`src/rtl/dmem_arb_pkg.sv`:
```
// Shared encodings for the data-memory arbiter: access sizes and the
// port-select used by the grant mux.
package dmem_arb_pkg;

    localparam logic [1:0] SZ_BYTE = 2'b00;
    localparam logic [1:0] SZ_HALF = 2'b01;
    localparam logic [1:0] SZ_WORD = 2'b10;

    typedef enum logic [1:0] {
        PORT_NONE,
        PORT_CORE,
        PORT_AUX
    } port_sel_e;

endpackage

```
`src/rtl/dmem_arb_starve.sv`:
```
// Counts consecutive cycles the aux port is denied; raises forced once the
// count reaches STARVE_LIMIT so aux can pre-empt the core for one cycle.
module dmem_arb_starve
    import dmem_arb_pkg::*;
#(
    parameter int STARVE_LIMIT = 4
) (
    input  logic clk,
    input  logic reset_b,
    input  logic a_req,
    input  logic a_gnt,
    output logic forced
);

    localparam int CNT_W = (STARVE_LIMIT < 1) ? 1 : $clog2(STARVE_LIMIT + 1);
    localparam logic [CNT_W-1:0] LIMIT = CNT_W'(STARVE_LIMIT);

    logic [CNT_W-1:0] starve_cnt;

    always_ff @(posedge clk or negedge reset_b) begin
        if (!reset_b) begin
            starve_cnt <= '0;
        end else if (!a_req || a_gnt) begin
            starve_cnt <= '0;
        end else if (starve_cnt != LIMIT) begin
            starve_cnt <= starve_cnt + CNT_W'(1);
        end
    end

    assign forced = (starve_cnt == LIMIT);

endmodule

```
`src/rtl/dmem_arbiter.sv`:
```
// Two-port (core / aux) arbiter in front of a single-port dmem: combinational
// grant and request mux, one-cycle registered read response per port.
module dmem_arbiter
    import dmem_arb_pkg::*;
#(
    parameter int DMEM_ADDR_WIDTH = 10,
    parameter int STARVE_LIMIT    = 4
) (
    input  logic                       clk,
    input  logic                       reset_b,
    input  logic                       c_req,
    input  logic                       c_we,
    input  logic [DMEM_ADDR_WIDTH-1:0] c_addr,
    input  logic [31:0]                c_wdata,
    input  logic [1:0]                 c_size,
    input  logic                       c_notsigned,
    output logic                       c_gnt,
    output logic                       c_stall,
    output logic                       c_rvalid,
    output logic [31:0]                c_rdata,
    input  logic                       a_req,
    input  logic                       a_we,
    input  logic [DMEM_ADDR_WIDTH-1:0] a_addr,
    input  logic [31:0]                a_wdata,
    input  logic [1:0]                 a_size,
    input  logic                       a_notsigned,
    output logic                       a_gnt,
    output logic                       a_rvalid,
    output logic [31:0]                a_rdata,
    output logic [DMEM_ADDR_WIDTH-1:0] m_addr,
    output logic [31:0]                m_din,
    output logic                       m_read,
    output logic                       m_write,
    output logic [1:0]                 m_size,
    output logic                       m_notsigned,
    input  logic [31:0]                m_dout
);

    port_sel_e   sel;
    logic        forced;
    logic        c_vld_p1;
    logic        a_vld_p1;
    logic [31:0] c_rdata_p1;
    logic [31:0] a_rdata_p1;

    dmem_arb_starve #(
        .STARVE_LIMIT(STARVE_LIMIT)
    ) u_starve (
        .clk     (clk),
        .reset_b (reset_b),
        .a_req   (a_req),
        .a_gnt   (a_gnt),
        .forced  (forced)
    );

    // Stage p0: grant and dmem request mux. Reset gates every grant so no
    // write can reach dmem while reset_b is low.
    always_comb begin
        sel = PORT_NONE;
        if (reset_b) begin
            if (a_req && (!c_req || forced)) begin
                sel = PORT_AUX;
            end else if (c_req) begin
                sel = PORT_CORE;
            end
        end
    end

    assign c_gnt   = (sel == PORT_CORE);
    assign a_gnt   = (sel == PORT_AUX);
    assign c_stall = c_req && !c_gnt;

    always_comb begin
        m_addr      = '0;
        m_din       = '0;
        m_size      = '0;
        m_notsigned = 1'b0;
        m_read      = 1'b0;
        m_write     = 1'b0;
        case (sel)
            PORT_CORE: begin
                m_addr      = c_addr;
                m_din       = c_wdata;
                m_size      = c_size;
                m_notsigned = c_notsigned;
                m_read      = !c_we;
                m_write     = c_we;
            end
            PORT_AUX: begin
                m_addr      = a_addr;
                m_din       = a_wdata;
                m_size      = a_size;
                m_notsigned = a_notsigned;
                m_read      = !a_we;
                m_write     = a_we;
            end
            default: ;
        endcase
    end

    // Stage p1: read response; rdata holds until that port's next read.
    always_ff @(posedge clk or negedge reset_b) begin
        if (!reset_b) begin
            c_vld_p1   <= 1'b0;
            a_vld_p1   <= 1'b0;
            c_rdata_p1 <= '0;
            a_rdata_p1 <= '0;
        end else begin
            c_vld_p1 <= c_gnt && !c_we;
            a_vld_p1 <= a_gnt && !a_we;
            if (c_gnt && !c_we) begin
                c_rdata_p1 <= m_dout;
            end
            if (a_gnt && !a_we) begin
                a_rdata_p1 <= m_dout;
            end
        end
    end

    assign c_rvalid = c_vld_p1;
    assign a_rvalid = a_vld_p1;
    assign c_rdata  = c_rdata_p1;
    assign a_rdata  = a_rdata_p1;

endmodule

```
`config.mk`:
```
export PLATFORM = sky130hd
export DESIGN_NAME = dmem_arbiter
export DESIGN_NICKNAME = d
export VERILOG_FILES = /design/src/rtl/dmem_arb_pkg.sv /design/src/rtl/dmem_arb_starve.sv /design/src/rtl/dmem_arbiter.sv
export SDC_FILE = /design/constraint.sdc
export NUM_CORES = 1
export LEC_CHECK = 0
export CAP_MARGIN = 5
export CORE_MARGIN = 2
export CORE_UTILIZATION = 39
export DETAILED_ROUTE_END_ITERATION = 16
export GPL_ROUTABILITY_DRIVEN = 0
export PLACE_DENSITY_LB_ADDON = 0.15
export SYNTH_ARGS = -nofsm -noshare
export SYNTH_HDL_FRONTEND = slang
export SYNTH_HIERARCHICAL = 1
export SYNTH_SLANG_ARGS = --single-unit
```
`constraint.sdc`:
```
create_clock -name clk -period 4.62 [get_ports clk]
set_clock_uncertainty 0.1 [all_clocks]
set_input_delay 0.924 -clock clk [delete_from_list [all_inputs] [get_ports clk]]
set_output_delay 0.924 -clock clk [all_outputs]
set_load 0.01 [all_outputs]
```
==> metrics.md <==
| Metric | Value |
|---|---|
| Post-DP HPWL | `9210 µm` |
| Crit. End Element | `output port` |
| DRT iter0 DRCs | `142` |
| Final nets | `693` |
| FF/Latch Area | `0.001727 mm²` |
| Most frequent CP cell | `clkdlybuf4s50_1` |
| Syn Area/Cell | `11.15 µm²` |
| Vias in the first global route | `3727` |
| I/O pin count | `244` |
| Gr ovfl total | `0` |
| Routed len/inst | `18.16 µm` |
| Num CTS Buffers | `9` |
| Max Cap Viol | `0` |
| Final Max Slew Viols | `0` |
| Final setup fails | `0` |
| CTS tree | `yes` |
| Post-synthesis sequential area ratio | `0.4623` |
| Worst-path fanout max | `43` |
| Final wirelength | `12620 µm` |
| Crit path max-delay family | `buffers and inverters` |
| H-tree levels | `3` |
| Synth area leaders | `dfrtp_1 46%, mux2_4 11%, mux2_1 11%` |
| Final hold vios | `0` |
| Detailed Routing Iterations Pass 1 | `4` |
| Pwr dens | `316.3 mW/mm²` |
| Post-Route Setup TNS | `0 ns` |
| Total power | `0.002037 W` |
| Initial antenna violation count | `0` |
| Critical Path AT | `3.23 ns` |
| Final hold slack | `0.3870 ns` |
| Critical path, cell by cell | `clkdlybuf4s50_1 -> inv_2 -> o211ai_1 -> ha_1 -> buf_12 -> nand2_1 -> a21oi_1 -> clkdlybuf4s50_1` |
| Total GRT Usage | `0.2355` |
| Post-Place Worst Slack | `0.3961 ns` |
| Crit path time final | `4.253 ns` |
| Die Height | `101.9 µm` |
| Non-Filler Instances | `695` |
| Final ANT Viol Nets | `0` |
| CP Buf/Inv Count | `4` |
| Top cell type by total area after synthesis | `dfrtp_1` |
| Mapped Area | `0.003735 mm²` |
| Required time of the worst setup path | `3.60 ns` |
| Initial core utilization | `0.4023` |
| DRC | `0` |
| Hold crit path type | `reg2reg` |
| Syn. warnings | `6` |
| Multi-input combinational cell area | `0.001809 mm²` |
| Fmax | `0.2351 GHz` |
| CTS sink cnt | `69` |
| Worst setup path category | `in2out` |
| Slowest CP cell | `clkdlybuf4s50_1` |
| Layout cells sized above 1 | `0.1095` |
| Worst Setup Slack, final | `0.3670 ns` |
| Worst slew pin tran | `0.6252 ns` |
| CP startpoint kind | `input port` |
| First-pass GRT wire length | `19020 µm` |
| CP max stage delay | `0.58 ns` |
| Root Buffer | `clkbuf_8` |
| Filler cells | `740` |
| # Post-CTS Setup Buffers | `0` |
| Routed via count | `3670` |
| Worst skew pair latency | `0.33 ns` |
| Antenna Cells | `0` |
| Largest net degree at the start of global routing | `100` |
| Status | `complete, no violations` |
| Chip Width | `101.9 µm` |
| Synth Instances | `335` |
| Cts hold-fix bufs | `0` |
| Placed Cells incl. Taps | `679` |
| Yosys reg bits | `69` |
| Worst-path clk slew | `0.07 ns` |
| Peak VDD IR | `0.0001703 V` |
| Die area | `0.01038 mm²` |
| Core area | `0.009284 mm²` |
| Library cells used by synthesis | `28` |
| Slew headroom | `0.5832` |
| Port Buffers | `243` |
| RSZ-0062 raised after global routing | `false` |
| Clk buf depth | `2` |
| Static Leak | `2.517 nW` |
| Period utilization | `0.9206` |
| Post-cts resize count | `0` |
| Top cell type's share of synthesized area | `0.4623` |
| Layout area overhead | `72.43%` |
| Syn nets | `467` |
| Via-per-instance ratio | `5.281` |
| # rows | `35` |
[cell usage after synthesis, drive strengths merged]
cell and n:
mux2 64, o211ai 1, nor2 4, a21o 1, nand2b 1, o2111ai 44
o21ba 1, inv 6, and4b 1, nand3 2, a22oi 2, clkbuf 24
nor2b 1, nor3 1, a21bo 1, and2 1, dfrtp 69, nand2 45
and3b 1, a21oi 46, and3 2, buf 13, ha 4
[per-stage QoR]
stage	util	cell area, µm²
floorplan	-	3735
global placement	0.6724	6242
detailed placement	0.6724	6242
CTS	0.6937	6440
global route	0.6937	6440
finish	0.6937	6440
[layout by cell type, fill, tap and decap left out, types with 2 or more instances in the layout]
master	Yosys	routed
ha_1	4	4
clkdlybuf4s50_1	0	242
and3_1	2	2
nand3_1	2	2
inv_1	5	5
nand2_1	44	44
a21oi_1	46	46
a22oi_1	2	2
buf_12	0	2
dfrtp_1	69	69
clkbuf_8	0	9
inv_6	0	2
buf_4	2	8
o2111ai_1	44	44
mux2_1	36	36
clkinv_2	0	2
nor2_1	4	4
mux2_4	28	28
[report_power, final]
part	switching [W]	internal [W]	total [W]
Combinational	0.000277	0.000468	0.000744
Sequential	0.0000698	0.000734	0.000804
Clock	0.000237	0.000252	0.000489
[cell type report]
class	instances	area share
clock inverter	7	0.01146
timing repair buffer	252	0.3917
clock buffer	9	0.01923
sequential	69	0.2681
multi-input combinational	223	0.2809
inverter	6	0.003497
tap	129	0.02506
[worst reg2reg max path, stage by stage, from the launching register on]
cell,delay [ns]
dfrtp_1,0.42
inv_1,0.07
ha_1,0.24
and2_2,0.26
nand2_2,0.08
and3_1,0.23
inv_1,0.07
ha_1,0.18
nor2b_4,0.15
buf_4,0.41
mux2_1,0.39
[state kept, by name, indices dropped and copies added (netlist names)]
register / flops
c_rdata: 32
u_starve/starve_cnt: 3
c_rvalid: 1
a_rdata: 32
a_rvalid: 1
[worst paths after layout]
check	from	endpoint	slack [ns]	cells after the start
worst max register to register	u_starve/starve_cnt[0]	a_rdata[9]	1.91	10
min in group asynchronous	reset_b	u_starve/starve_cnt[1]	0.73	2
worst max-delay path	c_req	m_din[24]	0.37	8
max in group asynchronous	reset_b	c_rdata[28]	3.33	2
worst min register to register	c_rdata[13]	c_rdata[13]	0.39	1
worst min-delay path	c_rdata[13]	c_rdata[13]	0.39	1
[kinds of logic (layout without fill, tap and decap cells)]
| group | count (synthesis) | count (layout) | synth area share |
|---|---|---|---|
| AOI/OAI and AO/OA | 96 | 96 | 0.1786 |
| adders and majority gates | 4 | 4 | 0.01340 |
| buffers and inverters | 43 | 274 | 0.05561 |
| DFF | 69 | 69 | 0.4623 |
| muxes | 64 | 64 | 0.2211 |
| and+or+nand+nor | 59 | 59 | 0.06902 |
[routing by layer]
layer	vias up	wire, µm	share of wire	global-route usage
li1	1693	-	-	-
met3	29	1069	0.085	0.07250
met4	0	444	0.035	0.1067
met1	1757	4832	0.38	0.2747
met2	191	6273	0.50	0.3988
met5	-	0	0	0
Power figures use the tool's default switching activity.
==> edit 1: new RTL, same settings <==
`STARVE_LIMIT` is set to 4 in 2 places; all go to 16.
--- a/src/rtl/dmem_arb_starve.sv
+++ b/src/rtl/dmem_arb_starve.sv
@@ -4,5 +4,5 @@
     import dmem_arb_pkg::*;
 #(
-    parameter int STARVE_LIMIT = 4
+    parameter int STARVE_LIMIT = 16
 ) (
     input  logic clk,
--- a/src/rtl/dmem_arbiter.sv
+++ b/src/rtl/dmem_arbiter.sv
@@ -5,5 +5,5 @@
 #(
     parameter int DMEM_ADDR_WIDTH = 10,
-    parameter int STARVE_LIMIT    = 4
+    parameter int STARVE_LIMIT    = 16
 ) (
     input  logic                       clk,
Check against the original RTL: not equivalent (Yosys sat finds a counterexample within 10 cycles, from zero or initial values and one cycle with reset_b low).
==> edit 1 against the original RTL <==
Register-to-register slack lost 190 ps; power grew 4.5%; sequential cell count grew 2; final area grew 2.7%; critical path depth grew 2; synthesized area grew 3.2%; setup slack lost 44 ps; routed wire length grew 1.8%; die area grew 3.1%; count of clock-buffer cells in the layout grew 1; combinational power shrank 5.2%; largest cell class unchanged; highest routed layer unchanged.
==> edit 1: results <==
export IMPL_place_area_um2=6360
export IMPL_via_count=3727
export IMPL_synth_common_cells="dfrtp_1, a21oi_1, nand2_1, o2111ai_1, mux2_1"
export IMPL_hold_path_class="reg2reg"
export IMPL_highest_layer="met4"
export IMPL_clock_latency_ps=340
export IMPL_dpl_hpwl_mm=9.63
export IMPL_grt_use_met2=0.399
export IMPL_pg_comb_mw=0.705
export IMPL_grt_usage=0.231
export IMPL_wl_per_cell_um=18.1
export IMPL_grt_pass1_vias=3698
export IMPL_yosysMostFrequentCell="dfrtp_1"
export IMPL_placedCellCount=693
export IMPL_wl_met2_mm=6.31
export IMPL_drtIter0Drc=116
export IMPL_clock_path_buffers=2
export IMPL_crit_fanout=43
export IMPL_cts_buffers=9
export IMPL_peakVddDrop_mv=0.142
export IMPL_met1_length_mm=4.67
export IMPL_met3_length_mm=1.31
export IMPL_final_max_slew_viol_count=0
export IMPL_synth_xor_area_share=0.00227
export IMPL_combPwrFrac=0.331
export IMPL_syn_nets=476
export IMPL_grt_pass1_wl_mm=18.8
export IMPL_syn_inst=344
export IMPL_wl_mm=12.8
export IMPL_cts_resized=0
export IMPL_grtUsageMet1=0.244
export IMPL_gr_usage_met3=0.0914
export IMPL_clockRootBuffer="clkbuf_8"
export IMPL_run_status="finished clean"
export IMPL_fin_nets=703
export IMPL_synth_area_leaders="dfrtp_1, mux2_4, mux2_1, o2111ai_1, a21oi_1"
export IMPL_leakage_nw=2.59
export IMPL_intPower_mw=1.57
export IMPL_ys_types=28
export IMPL_path_delay_family="buffers and inverters"
export IMPL_drive_gt1_frac=0.108
export IMPL_htree_num_levels=3
export IMPL_diodes=0
export IMPL_post_cts_buffers=0
export IMPL_post_place_ws_ps=394
export IMPL_grt_max_degree=61
export IMPL_synth_compound_area_share=0.165
export IMPL_drt_pass1_iterations=5
export IMPL_clkTransAtPathRegs_ps=70
export IMPL_worst_pin_slew_ps=737
export IMPL_yosysSeqAreaShare=0.461
export IMPL_crit_arrival_ps=3270
export IMPL_p_seq_frac=0.381
export IMPL_synth_adder_area_share=0.0130
export IMPL_place_port_buffers=243
export IMPL_synthMuxAreaShare=0.225
[edit 1: cell count changes after synthesis, sizes merged, moves of 2 or more]
cell    before  now
nand3b       0    5
dfrtp       69   71
or3b         0    3
mux2i        0    4
a21oi       46   44
[edit 1: area by class of cell]
class	instances	area (um2)
inverter	6	22.5
fill	733	3070
clock inverter	6	115
tap	133	166
clock buffer	10	138
sequential	71	1780
multi-input combinational	229	1890
timing repair buffer	254	2510
[edit 1: worst paths after layout]
check	startpoint	endpoint	slack (ps)	cells past startpoint
hold / removal	a_rdata[16]	a_rdata[16]	390	1
setup / recovery	u_starve/starve_cnt[0]	m_din[12]	320	10
hold reg to reg	a_rdata[16]	a_rdata[16]	390	1
min in group asynchronous	reset_b	u_starve/starve_cnt[3]	670	2
setup reg to reg	u_starve/starve_cnt[0]	a_rdata[22]	1720	11
max in group asynchronous	reset_b	c_rdata[23]	2630	3
==> edit 2: new RTL, config.mk and constraints unchanged <==
Made on the original files. Make the reset (`reset_b`) synchronous in 2 clocked blocks.
--- a/src/rtl/dmem_arb_starve.sv
+++ b/src/rtl/dmem_arb_starve.sv
@@ -18,5 +18,5 @@
     logic [CNT_W-1:0] starve_cnt;
 
-    always_ff @(posedge clk or negedge reset_b) begin
+    always_ff @(posedge clk) begin
         if (!reset_b) begin
             starve_cnt <= '0;
--- a/src/rtl/dmem_arbiter.sv
+++ b/src/rtl/dmem_arbiter.sv
@@ -100,5 +100,5 @@
 
     // Stage p1: read response; rdata holds until that port's next read.
-    always_ff @(posedge clk or negedge reset_b) begin
+    always_ff @(posedge clk) begin
         if (!reset_b) begin
             c_vld_p1   <= 1'b0;
Behaviour: differs if reset_b is asserted again (counterexample within 4 cycles, from zero or initial values and one cycle with reset_b low); with reset_b held inactive, the same outputs for 10 cycles.
==> edit 2 against the original RTL <==
Final area down 1.4%; routed wire length up 13%; sequential cell count unchanged; highest routed layer unchanged; setup slack better by 15 ps; critical path type is now reg2out; synthesized area up 0.17%; global-route usage up 3.0 points; worst hold slack worse by 34 ps.
Power is not compared: it rests on default switching activity, and its combinational part moved more than twofold at a synthesized area within 25%.
==> edit 2: results <==
export IMPL_wl_per_cell_um=17.2
export IMPL_synth_compound_area_share=0.313
export IMPL_grt_use_met2=0.479
export IMPL_synth_area_leaders="dfxtp_1, nand2_1, o2111ai_1, o21ai_2, a21boi_1"
export IMPL_drtIter0Drc=125
export IMPL_synth_async_reset_ratio=0
export IMPL_crit_type="reg2out"
export IMPL_fin_nets=829
export IMPL_wl_met2_mm=7.13
export IMPL_multiInputGateArea_um2=2060
export IMPL_hold_worst_slack_ps=353
export IMPL_grt_pass1_vias=4361
export IMPL_gr_usage_met3=0.0752
export IMPL_r2r_end="c_rdata[14]"
export IMPL_clkTransAtPathRegs_ps=70
export IMPL_synth_xor_area_share=0
export IMPL_crit_arrival_ps=3210
export IMPL_grt_max_degree=77
export IMPL_synthMuxAreaShare=0
export IMPL_clock_area_frac=0.0296
export IMPL_viasPerCell=5.38
export IMPL_worst_pin_slew_ps=982
export IMPL_final_nonclk_buf_share=0.398
export IMPL_grtUsageMet1=0.300
export IMPL_hp_start="a_rdata[31]"
export IMPL_grt_pass1_wl_mm=21.7
export IMPL_critical_path_endpoint="m_din[28]"
export IMPL_sh_seq_area=0.217
export IMPL_met1_length_mm=5.67
export IMPL_fillers=774
export IMPL_seq_cells=69
export IMPL_drive_gt1_frac=0.0942
export IMPL_startpoint="u_starve/starve_cnt[0]"
export IMPL_syn_nets=620
export IMPL_holdPathEnd="a_rdata[31]"
export IMPL_reg2reg_depth=7
export IMPL_post_cts_buffers=0
export IMPL_grt_usage=0.265
export IMPL_synth_adder_area_share=0.0134
export IMPL_synth_common_cells="nand2_1, dfxtp_1, a21oi_1, o2111ai_1, clkbuf_1"
export IMPL_buffers=255
export IMPL_leakage_nw=2.13
export IMPL_inverters=7
export IMPL_met3_length_mm=1.06
export IMPL_run_status="finished clean"
export IMPL_diodes=0
export IMPL_ys_types=32
export IMPL_whs_path_depth=2
export IMPL_dpl_hpwl_mm=10.2
export IMPL_crit_fanout=44
export IMPL_yosysSeqAreaShare=0.369
export IMPL_place_port_buffers=243
export IMPL_clock_latency_ps=330
export IMPL_multi_input_gates=355
export IMPL_reg2reg_slack_ps=1720
[edit 2: cell count changes after synthesis, moves of 6 or more]
cell / before / now
nand2_1: 44 / 140
dfxtp_1: 0 / 69
clkbuf_1: 24 / 33
o21ai_2: 0 / 29
mux2_1: 36 / 0
dfrtp_1: 69 / 0
a21boi_1: 0 / 32
buf_1: 0 / 6
mux2_4: 28 / 0
nand4_1: 0 / 32
[edit 2: critical path, stage by stage (launching register included)]
cell             delay [ps]
dfxtp_1                 390
inv_1                    70
ha_1                    250
and2_2                  370
o211ai_1                350
ha_1                    320
buf_4                   280
a21oi_1                 250
clkdlybuf4s50_1         580
[edit 2: stage by stage]
step,area [um2],power [mW],setup slack (ps),cells,util
after floorplan,3740,0.771,1120,488,-
after global placement,6160,0.975,465,815,0.664
after detailed placement,6160,0.980,402,815,0.664
after CTS,6350,1.46,375,830,0.684
after global routing,6350,1.51,185,830,0.684
final,6350,1.45,382,830,0.684
